**src/rtl/stall_pkg.sv**
```systemverilog
// stall_pkg: shared widths, FSM states and round-robin selection for the stall timer
package stall_pkg;
  localparam int STALL_WIDTH = 28;
  localparam int IDX_W = 3;
  typedef enum logic [1:0] {IDLE, COUNT, DONE} stall_state_t;
  // first set bit after last, wrapping mod n; returns last when nothing is set
  function automatic logic [IDX_W-1:0] rr_pick(input logic [7:0] req, input logic [IDX_W-1:0] last, input int n);
    logic [IDX_W-1:0] idx;
    rr_pick = last;
    for (int k = n; k >= 1; k--) begin
      idx = IDX_W'((int'(last) + k) % n);
      if (req[idx]) rr_pick = idx;
    end
  endfunction
endpackage

```
**src/rtl/stall_downcounter.sv**
```systemverilog
// stall_downcounter: loadable down-counter saturating at zero; load wins over decrement
module stall_downcounter import stall_pkg::*; #(
  parameter int WIDTH = STALL_WIDTH
) (
  input  logic             clk,
  input  logic             reset,
  input  logic             load,
  input  logic [WIDTH-1:0] load_val,
  input  logic             en,
  output logic [WIDTH-1:0] value,
  output logic             is_one
);
  always_ff @(posedge clk)
    if (reset) value <= '0;
    else if (load) value <= load_val;
    else if (en && value != '0) value <= value - WIDTH'(1);
  assign is_one = value == WIDTH'(1);
endmodule

```
**src/rtl/stall_timer_arbiter.sv**
```systemverilog
// stall_timer_arbiter: round-robin owner of one shared stall down-counter.
// Define STALL_ABORT_EN to add the aborted output and abandon a count when the owner drops req.
module stall_timer_arbiter import stall_pkg::*; #(
  parameter int NREQ  = 3,
  parameter int WIDTH = STALL_WIDTH
) (
  input  logic                  clk,
  input  logic                  reset,
  input  logic [NREQ-1:0]       req,
  input  logic [NREQ*WIDTH-1:0] dur,
  output logic [NREQ-1:0]       grant,
  output logic [NREQ-1:0]       done,
  output logic                  busy,
  output logic [WIDTH-1:0]      remaining
`ifdef STALL_ABORT_EN
  ,
  output logic                  aborted
`endif
);
  stall_state_t state;
  logic [IDX_W-1:0] last, pick;
  logic [WIDTH-1:0] dur_sel;
  logic is_one, abort, load;
  assign pick = rr_pick(8'(req), last, NREQ);
  always_comb begin
    dur_sel = '0;
    for (int i = 0; i < NREQ; i++) if (pick == IDX_W'(i)) dur_sel = dur[i*WIDTH +: WIDTH];
  end
`ifdef STALL_ABORT_EN
  assign abort = state == COUNT && !(|(req & grant));
`else
  assign abort = 1'b0;
`endif
  assign load = (state == IDLE && |req) || abort;
  assign busy = state != IDLE;
  stall_downcounter #(.WIDTH(WIDTH)) u_cnt (
    .clk(clk),
    .reset(reset),
    .load(load),
    .load_val(abort ? '0 : dur_sel),
    .en(state == COUNT),
    .value(remaining),
    .is_one(is_one)
  );
  always_ff @(posedge clk)
    if (reset) begin
      state <= IDLE;
      grant <= '0;
      done <= '0;
      last <= IDX_W'(NREQ - 1);
`ifdef STALL_ABORT_EN
      aborted <= 1'b0;
`endif
    end else begin
      done <= '0;
`ifdef STALL_ABORT_EN
      aborted <= abort;
`endif
      if (state == IDLE) begin
        if (|req) begin
          last <= pick;
          grant <= NREQ'(1) << pick;
          state <= dur_sel != '0 ? COUNT : DONE;
          done <= dur_sel != '0 ? '0 : NREQ'(1) << pick;
        end
      end else if (state == COUNT) begin
        if (abort) begin
          state <= IDLE;
          grant <= '0;
        end else if (is_one) begin
          state <= DONE;
          done <= grant;
        end
      end else begin
        state <= IDLE;
        grant <= '0;
      end
    end
endmodule
```
**config.mk**
```make
export PLATFORM = sky130hd
export DESIGN_NAME = stall_timer_arbiter
export DESIGN_NICKNAME = d
export VERILOG_FILES = /design/src/rtl/stall_pkg.sv /design/src/rtl/stall_downcounter.sv /design/src/rtl/stall_timer_arbiter.sv
export SDC_FILE = /design/constraint.sdc
export NUM_CORES = 1
export LEC_CHECK = 0
export CORE_MARGIN = 3
export CORE_UTILIZATION = 51
export CTS_BUF_LIST = sky130_fd_sc_hd__clkbuf_4 sky130_fd_sc_hd__clkbuf_8 sky130_fd_sc_hd__clkbuf_16
export DETAILED_ROUTE_END_ITERATION = 8
export PLACE_DENSITY = 0.95
export SLEW_MARGIN = 10
export SYNTH_ARGS = -nofsm -noshare
export SYNTH_HDL_FRONTEND = slang
export SYNTH_SLANG_ARGS = --single-unit
```
**constraint.sdc**
```tcl
create_clock -name clk -period 18.2 [get_ports clk]
set_input_delay 3.64 -clock clk [delete_from_list [all_inputs] [get_ports clk]]
set_output_delay 3.64 -clock clk [all_outputs]
set_load 0.02 [all_outputs]
```
==> results.json, run 1 <==
{
  "run_status": "completed",
  "dr.max_layer_used": "met4",
  "grt_usage": 0.319,
  "multi_input_area_sq_um": 2820,
  "drcViolationCount": 0,
  "cts_sinks": 39,
  "clock_skew_ns": 0.00945,
  "die_h_microns": 91.9,
  "met1Wirelength_microns": 5130,
  "rsz0062_at_grt": "false",
  "start_util": 0.539,
  "wl_microns": 13900,
  "antenna_found_initial": 0,
  "p_seq_frac": 0.119,
  "switching_power_mw": 0.679,
  "worst_setup_path_end_kind": "flop",
  "layout-drive-gt1-share": 0.0450,
  "min_from": "u_cnt.value[14]",
  "max-clock-path-buffers": 2,
  "nets": 710,
  "vias_per_cell": 6.61,
  "synth_edf_count": 0,
  "place_congestion": 0.977,
  "antenna_cells": 0,
  "wl_per_cell_microns": 19.9,
  "synth_top_family_by_area": "compound AO/OA/AOI/OAI gates",
  "holdCritPathClass": "flop to flop",
  "core_area_sq_um": 6980,
  "cts_resized": 0,
  "cts_buffers": 5,
  "worstReg2RegStart": "last[1]",
  "wl_met2_microns": 6520,
  "synthTopCellsByArea": "dfxtp_1 21%, mux2i_1 9.3%, ha_1 7.3%",
  "firstDrtPassIters": 6,
  "synth-simple-area-share": 0.239,
  "synth_compound_area_frac": 0.284,
  "cp.arrival_ns": 8.07,
  "ant_nets": 0,
  "cp_cell_sequence": "clkdlybuf4s50_1 > inv_1 > o21ai_0 > o22a_1 > nor4_2 > o21bai_4 > mux2i_1 > o22ai_2 > nand2_1 > o2bb2ai_1 > nor4_1 > nand4_1 > nor4_2 > a32o_1",
  "cts_root_buf": "clkbuf_8",
  "crit_fanout": 22,
  "io_pins": 124,
  "whs_ns": 0.517,
  "syn_area_per_cell_sq_um": 7.67,
  "relSlewSlack": 0.285,
  "yosysMostFrequentCell": "nor2_1",
  "grt_pass1_wl_microns": 21700,
  "max_cap_violations": 0,
  "nFillCells": 540,
  "route.met3.wl_microns": 1550,
  "yosys_warnings": 0,
  "dp_hpwl_microns": 10600,
  "synth_seq_cells": 39,
  "path_clk_slew_ns": 0.09,
  "portBuffers": 123,
  "clock_latency_ns": 0.31,
  "synth_top_cell_by_area": "dfxtp_1",
  "period_share": 0.432,
  "cts_tree": "done",
  "finalCriticalPeriod_ns": 7.87,
  "fmax_mhz": 127,
  "ff2ff_setup_slack_ns": 11.02,
  "synthAdderAreaFrac": 0.0731,
  "drtIter0Drc": 636,
  "syn-num-nets": 602,
  "utilization": 0.740,
  "grt_max_degree": 43,
  "power_frac_comb": 0.819,
  "netlist_top_cells_count": "51 x nor2_1, 42 x nand2_1, 39 x dfxtp_1",
  "synth_top_area_share": 0.207,
  "synthMuxAreaShare": 0.0960,
  "startpoint_type": "input port",
  "reg2reg_depth": 21,
  "finalSetupViolCount": 0,
  "required_ns": 18.40,
  "cts_hold_buf": 0,
  "p_clk_frac": 0.062,
  "num_vias": 4600,
  "die_w_microns": 91.9,
  "seq_area_frac_synth": 0.207,
  "seq_area_sq_um": 781,
  "swShare": 0.556,
  "overflow": 0,
  "post_cts_buffers": 0,
  "area_delta_synth_final_pct": 37.1,
  "vdd_drop_max_mv": 0.149,
  "hold_path_depth": 2,
  "ys.flop_type": "dfxtp_1",
  "rows": 30,
  "synth_cells": 491,
  "finalSetupTns_ns": 0,
  "die-area_sq_um": 8450,
  "htreeDepth": 2,
  "critPathTopFamily": "compound AO/OA/AOI/OAI gates",
  "ys_types": 67,
  "path_buf_inv": 2,
  "ys_async_sr_fraction": 0,
  "power.internal_mw": 0.543,
  "cp_slowest_cell": "o22ai_2",
  "leakage_nw": 2.00,
  "grt_pass1_vias": 4399,
  "worstMarginPinSlew_ns": 1.07,
  "p_per_area_nw_per_um2": 237,
  "finalHoldViolCount": 0,
  "syn_area_sq_um": 3770,
  "max_stage_delay_ns": 0.87,
  "timing.rr.end": "done[0]",
  "synth_xor_area_frac": 0.0512,
  "critical_path_class": "input port to flop",
  "hold_end": "u_cnt.value[14]",
  "cpMostUsedCell": "nor4_2",
  "finalMaxSlewViolations": 0
}
## worst reg2reg max path: stages, from the launching register on
cell and delay, ns:
dfxtp_1 0.64, inv_1 0.22, ha_1 0.25, xor2_1 0.30
nor2_1 0.14, ha_1 0.26, ha_1 0.22, a21o_1 0.21
o21ai_0 0.27, nand2_1 0.20, ha_1 0.26, a221o_1 0.38
nor2_1 0.35, mux2_2 0.42, o41ai_2 0.31, o22ai_2 0.39
nand2_1 0.74, o22ai_1 0.20, a2111oi_0 0.48, nand3_1 0.20
nor4_2 0.45, a32o_1 0.23
## power groups by stage
stage / clock network, mW / logic (mW) / registers, mW
finish: 0.0763 / 1.00 / 0.145
global placement: 0 / 0.936 / 0.144
floorplan: 0 / 0.699 / 0.160
global route: 0.0786 / 1.07 / 0.147
detailed placement: 0 / 0.961 / 0.145
CTS: 0.0752 / 0.966 / 0.143
## worst max path at each step
stage	from	to	cells past startpoint
3_3_place_gp	req[0]	done[0]	14
6_report	req[0]	done[0]	14
2_1_floorplan	req[0]	done[0]	14
5_1_grt	req[0]	done[0]	14
4_1_cts	req[0]	done[0]	14
3_5_place_dp	req[0]	done[0]	14
## stage by stage
step	worst slack (ns)	power (mW)	instance area (sq um)	cells
CTS	10.45	1.18	5150	696
global placement	10.36	1.08	5040	688
global route	9.97	1.29	5160	696
finish	10.33	1.22	5160	696
floorplan	11.62	0.859	3770	491
detailed placement	10.15	1.11	5040	688
## placed cells by master (no fill, tap or decap), types with 6 or more instances in the layout
cell type / count
mux2i_1: 35
nor3_1: 25
nor2_1: 50
xor2_1: 6
nand3_1: 7
nand2_1: 42
a21oi_1: 21
dfxtp_1: 39
nor4_1: 11
ha_1: 22
inv_1: 20
a211oi_1: 15
o2bb2ai_1: 20
clkdlybuf4s50_1: 123
o21ai_0: 21
xnor2_1: 16
or3_1: 7
a31oi_1: 9
## state kept, by name (all words and copies together), names as in the netlist
signal	flops
state	2
done	3
u_cnt.value	28
grant	3
last	3
## metal layers
| layer | up-vias | global-route usage |
|---|---|---|
| li1 | 2072 | - |
| met1 | 2122 | 0.395 |
| met2 | 336 | 0.529 |
| met3 | 70 | 0.0632 |
| met4 | 0 | 0.155 |
| met5 | - | 0 |
## cell families (layout without fill, tap and decap cells)
group	Yosys count	in the layout
adders and majority gates	22	22
AOI/OAI and AO/OA	144	144
xor gates and xnor gates	22	22
DFF	39	39
and+or+nand+nor	182	182
buffers and inverters	46	155
muxes	36	36
## layout make-up
cell class | instances | area share
flip-flops and latches | 39 | 0.151
well taps | 96 | 0.0233
clock inverters | 3 | 0.00848
repair buffers | 126 | 0.243
clock buffers | 5 | 0.0133
inverters | 21 | 0.0153
multi-input cells | 406 | 0.546
Power figures use the tool's default switching activity.
==> inputs of run 2 (changes only) <==
- CORE_UTILIZATION: 51 -> 47
- PLACE_DENSITY: 0.95 -> 0.93
- clock period: 18.2 -> 7.7 ns (I/O delays scaled with it)
==> results.json, run 2 (synthesis results as in run 1) <==
{
  "cts_hold_buf": 0,
  "startpoint_type": "flop",
  "max_cap_violations": 0,
  "cts_resized": 0,
  "rows": 32,
  "largest_register_ffs": 28,
  "worstMarginPinSlew_ns": 0.994,
  "clock_latency_ns": 0.30,
  "drcViolationCount": 0,
  "total_power_mw": 2.84,
  "hold_end": "u_cnt.value[14]",
  "num_vias": 4559,
  "nFillCells": 647,
  "reg2reg_depth": 21,
  "antenna_found_initial": 0,
  "finalHoldViolCount": 0,
  "firstDrtPassIters": 7,
  "cts_root_buf": "clkbuf_8",
  "run_status": "completed",
  "area_delta_synth_final_pct": 37.3,
  "layout_common_cells": "123 x clkdlybuf4s50_1, 51 x nor2_1, 42 x nand2_1, 39 x dfxtp_1, 35 x mux2i_1",
  "start_util": 0.485,
  "finalSetupTns_ns": 0,
  "hold_path_depth": 2,
  "rsz0062_at_grt": "false",
  "final_common_cell": "clkdlybuf4s50_1",
  "grt_pass1_wl_microns": 21700,
  "worst_setup_path_end_kind": "flop",
  "finalInstanceArea_sq_um": 5170,
  "htreeDepth": 2,
  "cts_sinks": 39,
  "finalCriticalPeriod_ns": 6.98,
  "dp_hpwl_microns": 11100,
  "cts_buffers": 5,
  "io_pins": 124,
  "portBuffers": 123,
  "max-clock-path-buffers": 2,
  "grt_usage": 0.310,
  "antenna_cells": 0,
  "vias_per_cell": 6.49,
  "clock_skew_ns": 0.00712,
  "finalSetupViolCount": 0,
  "whs_ns": 0.511,
  "leakage_nw": 2.00,
  "ant_nets": 0,
  "required_ns": 7.94,
  "final_cells": 703,
  "grt_max_degree": 43,
  "wl_per_cell_microns": 20.6,
  "nets": 712,
  "largest_register": "u_cnt.value",
  "relSlewSlack": 0.337,
  "timing.rr.end": "done[0]",
  "die_w_microns": 95.5,
  "post_cts_buffers": 0,
  "dp.cells": 696,
  "fmax_mhz": 143,
  "cts_tree": "done",
  "critical_path_class": "flop to flop",
  "finalMaxSlewViolations": 0,
  "ff2ff_setup_slack_ns": 0.72,
  "worstReg2RegStart": "last[1]",
  "die-area_sq_um": 9120,
  "die_h_microns": 95.5,
  "period_share": 0.907,
  "core_area_sq_um": 7770,
  "grt_pass1_vias": 4333,
  "place_congestion": 0.938,
  "min_from": "u_cnt.value[14]",
  "cp.arrival_ns": 7.23,
  "layout-drive-gt1-share": 0.0449,
  "wl_microns": 14500,
  "p_per_area_nw_per_um2": 549,
  "drtIter0Drc": 442,
  "postPlaceCellArea_sq_um": 5060,
  "overflow": 0,
  "holdCritPathClass": "flop to flop",
  "crit_fanout": 22,
  "path_clk_slew_ns": 0.08,
  "vdd_drop_max_mv": 0.338
}
==> run 2: cell types whose count changed in the layout (fill, tap and decap cells not counted), sizes merged <==
cell,delta
clkinv,-2
clkbuf,+1
buf,+2
==> run 2: stage by stage <==
step	worst slack (ns)	util
6_report	0.715	0.666
5_1_grt	0.323	0.666
4_1_cts	0.941	0.666
3_5_place_dp	0.975	0.652
3_3_place_gp	1.35	0.652
2_1_floorplan	1.63	-
==> run 2: cell type report <==
cell class / count / area [sq um] / share of cell area
sequential: 39 / 781 / 0.151
timing repair buffer: 128 / 1270 / 0.245
inverter: 21 / 78.8 / 0.0152
clock buffer: 6 / 76.3 / 0.0148
clock inverter: 1 / 30.0 / 0.00581
multi-input combinational: 406 / 2810 / 0.543
tap: 102 / 128 / 0.0247
==> run 2: worst max-delay path, cell delays in order (launching register included) <==
cell and delay [ns]:
dfxtp_1 0.60, inv_1 0.21, ha_1 0.26, xor2_1 0.31
nor2_1 0.15, ha_1 0.25, ha_1 0.22, a21o_1 0.22
o21ai_0 0.22, nand2_1 0.16, ha_1 0.25, a221o_1 0.38
nor2_1 0.32, mux2_2 0.41, o41ai_2 0.37, o22ai_2 0.38
nand2_1 0.66, o2bb2ai_1 0.22, a2111oi_0 0.42, nand3_1 0.18
nor4_2 0.49, a32o_1 0.24
==> run 2: worst max-delay path by stage <==
stage,start,endpoint
5_1_grt,last[1],done[0]
2_1_floorplan,last[0],done[0]
6_report,last[1],done[0]
3_5_place_dp,last[1],done[0]
4_1_cts,last[1],done[0]
3_3_place_gp,last[1],done[0]
==> run 2: power breakdown <==
part	leakage (nW)	switching (mW)	internal (mW)	total (mW)
Combinational	1.63	1.39	0.936	2.33
Clock	0.0547	0.0721	0.0985	0.171
Sequential	0.321	0.0804	0.260	0.341
==> run 2: layer usage <==
layer  global-route usage  vias up  wire length, microns
met3               0.0616       69                  1520
li1                     -     2075                     -
met4                0.149        0                   788
met1                0.372     2062                  5230
met2                0.527      353                  6980
met5                    0        -                     0
==> inputs of run 3 (changes only) <==
- CORE_ASPECT_RATIO: default -> 1.75
- TNS_END_PERCENT: default -> 100
==> results.json, run 3 (synthesis results as in run 1) <==
{
  "run_status": "completed",
  "wl_microns": 13800,
  "finalSetupViolCount": 0,
  "switching_power_mw": 1.58,
  "rows": 42,
  "finalMaxSlewViolations": 0,
  "die-area_sq_um": 9170,
  "drcViolationCount": 0,
  "multi_input_area_sq_um": 2810,
  "post_cts_buffers": 0,
  "use_met3": 0.0557,
  "nFillCells": 629,
  "max_cap_violations": 0,
  "final_common_cell": "clkdlybuf4s50_1",
  "place_congestion": 1.00,
  "swShare": 0.545,
  "wl_per_cell_microns": 20.0,
  "cts_hold_buf": 0,
  "gr-usage-met2": 0.519,
  "postPlaceCellArea_sq_um": 5050,
  "largest_register": "u_cnt.value",
  "grt.busiest_layer": "met2",
  "die_w_microns": 73.7,
  "portBuffers": 123,
  "largest_register_ffs": 28,
  "power.internal_mw": 1.32,
  "rsz0062_at_grt": "false",
  "ant_nets": 0,
  "use_met1": 0.312,
  "relSlewSlack": 0.441,
  "worst_setup_path_end_kind": "flop",
  "holdCritPathClass": "flop to flop",
  "period_share": 0.887,
  "p_clk_frac": 0.072,
  "p_seq_frac": 0.119,
  "cts_sinks": 39,
  "critical_path_class": "flop to flop",
  "cts_buffers": 5,
  "grt_pass1_vias": 4642,
  "vdd_drop_max_mv": 0.462,
  "required_ns": 7.93,
  "antenna_found_initial": 0,
  "fmax_mhz": 146,
  "leakage_nw": 2.02,
  "dp_hpwl_microns": 10800,
  "path_clk_slew_ns": 0.06,
  "vias_per_cell": 6.56,
  "finalSetupTns_ns": 0,
  "overflow": 0,
  "worstMarginPinSlew_ns": 0.838,
  "num_vias": 4534,
  "core_area_sq_um": 7670,
  "start_util": 0.491,
  "reg2reg_depth": 22,
  "crit_fanout": 22,
  "cts_root_buf": "clkbuf_16",
  "clock_skew_ns": 0.00492,
  "nets": 713,
  "startpoint_type": "flop",
  "layout-drive-gt1-share": 0.0481,
  "io_pins": 124,
  "cts_tree": "done",
  "grt_max_degree": 43,
  "finalInstanceArea_sq_um": 5200,
  "grt_pass1_wl_microns": 21900,
  "finalCriticalPeriod_ns": 6.83,
  "hold_path_depth": 2,
  "total_power_mw": 2.90,
  "finalHoldViolCount": 0,
  "die_h_microns": 124,
  "seq_area_sq_um": 781,
  "layout_common_cells": "123 x clkdlybuf4s50_1, 51 x nor2_1, 42 x nand2_1, 39 x dfxtp_1, 35 x mux2i_1",
  "clock_latency_ns": 0.29,
  "power_frac_comb": 0.809,
  "cp.arrival_ns": 7.06,
  "firstDrtPassIters": 5,
  "htreeDepth": 2,
  "area_delta_synth_final_pct": 38.1,
  "cts_resized": 0,
  "p_per_area_nw_per_um2": 558,
  "drtIter0Drc": 300,
  "grt_usage": 0.301,
  "antenna_cells": 0,
  "max-clock-path-buffers": 2
}
run 3: worst max-delay path, cell delays in order, from the launching register on:
cell       delay (ns)
dfxtp_1          0.66
inv_1            0.14
ha_1             0.24
xor2_1           0.31
nor2_1           0.15
ha_1             0.26
ha_1             0.23
a21o_1           0.21
o21ai_0          0.22
nand2_1          0.15
ha_1             0.25
a221o_1          0.38
nor2_1           0.31
mux2_2           0.41
o41ai_2          0.34
o22ai_2          0.12
buf_4            0.25
nand2_1          0.57
o2bb2ai_1        0.22
nor4_1           0.54
nand4_1          0.20
nor4_2           0.37
a32o_1           0.23
run 3: area by class of cell:
class                   instances  share of cell area
clock buffers                   5              0.0241
clock inverters                 3             0.00385
inverters                      21              0.0152
multi-input cells             406               0.540
flip-flops and latches         39               0.150
well taps                      88              0.0212
repair buffers                129               0.245
run 3: metal layers:
layer | vias up | share of wire | wire length [microns]
li1 | 2077 | - | -
met1 | 2074 | 0.33 | 4620
met2 | 297 | 0.51 | 7040
met3 | 86 | 0.079 | 1090
met4 | 0 | 0.079 | 1090
met5 | - | 0 | 0
run 3: final timing paths:
check | start | endpoint | slack (ns)
max reg2reg | last[0] | done[0] | 0.87
min | u_cnt.value[14] | u_cnt.value[14] | 0.50
max | last[0] | done[0] | 0.87
min reg2reg | u_cnt.value[14] | u_cnt.value[14] | 0.50
run 3: power groups by stage:
stage / registers, mW / clock network (mW) / logic (mW)
after floorplan: 0.379 / 0 / 1.65
after global placement: 0.343 / 0 / 2.21
after detailed placement: 0.344 / 0 / 2.28
after CTS: 0.344 / 0.207 / 2.30
after global routing: 0.355 / 0.214 / 2.51
final: 0.346 / 0.209 / 2.34
run 3: per-stage QoR:
stage	std cells	hold slack, ns	setup slack, ns	utilization
after floorplan	491	0.548	1.63	-
after global placement	683	0.485	1.39	0.659
after detailed placement	683	0.490	1.06	0.659
after CTS	691	0.509	1.03	0.678
after global routing	691	0.541	0.343	0.678
final	691	0.502	0.871	0.678
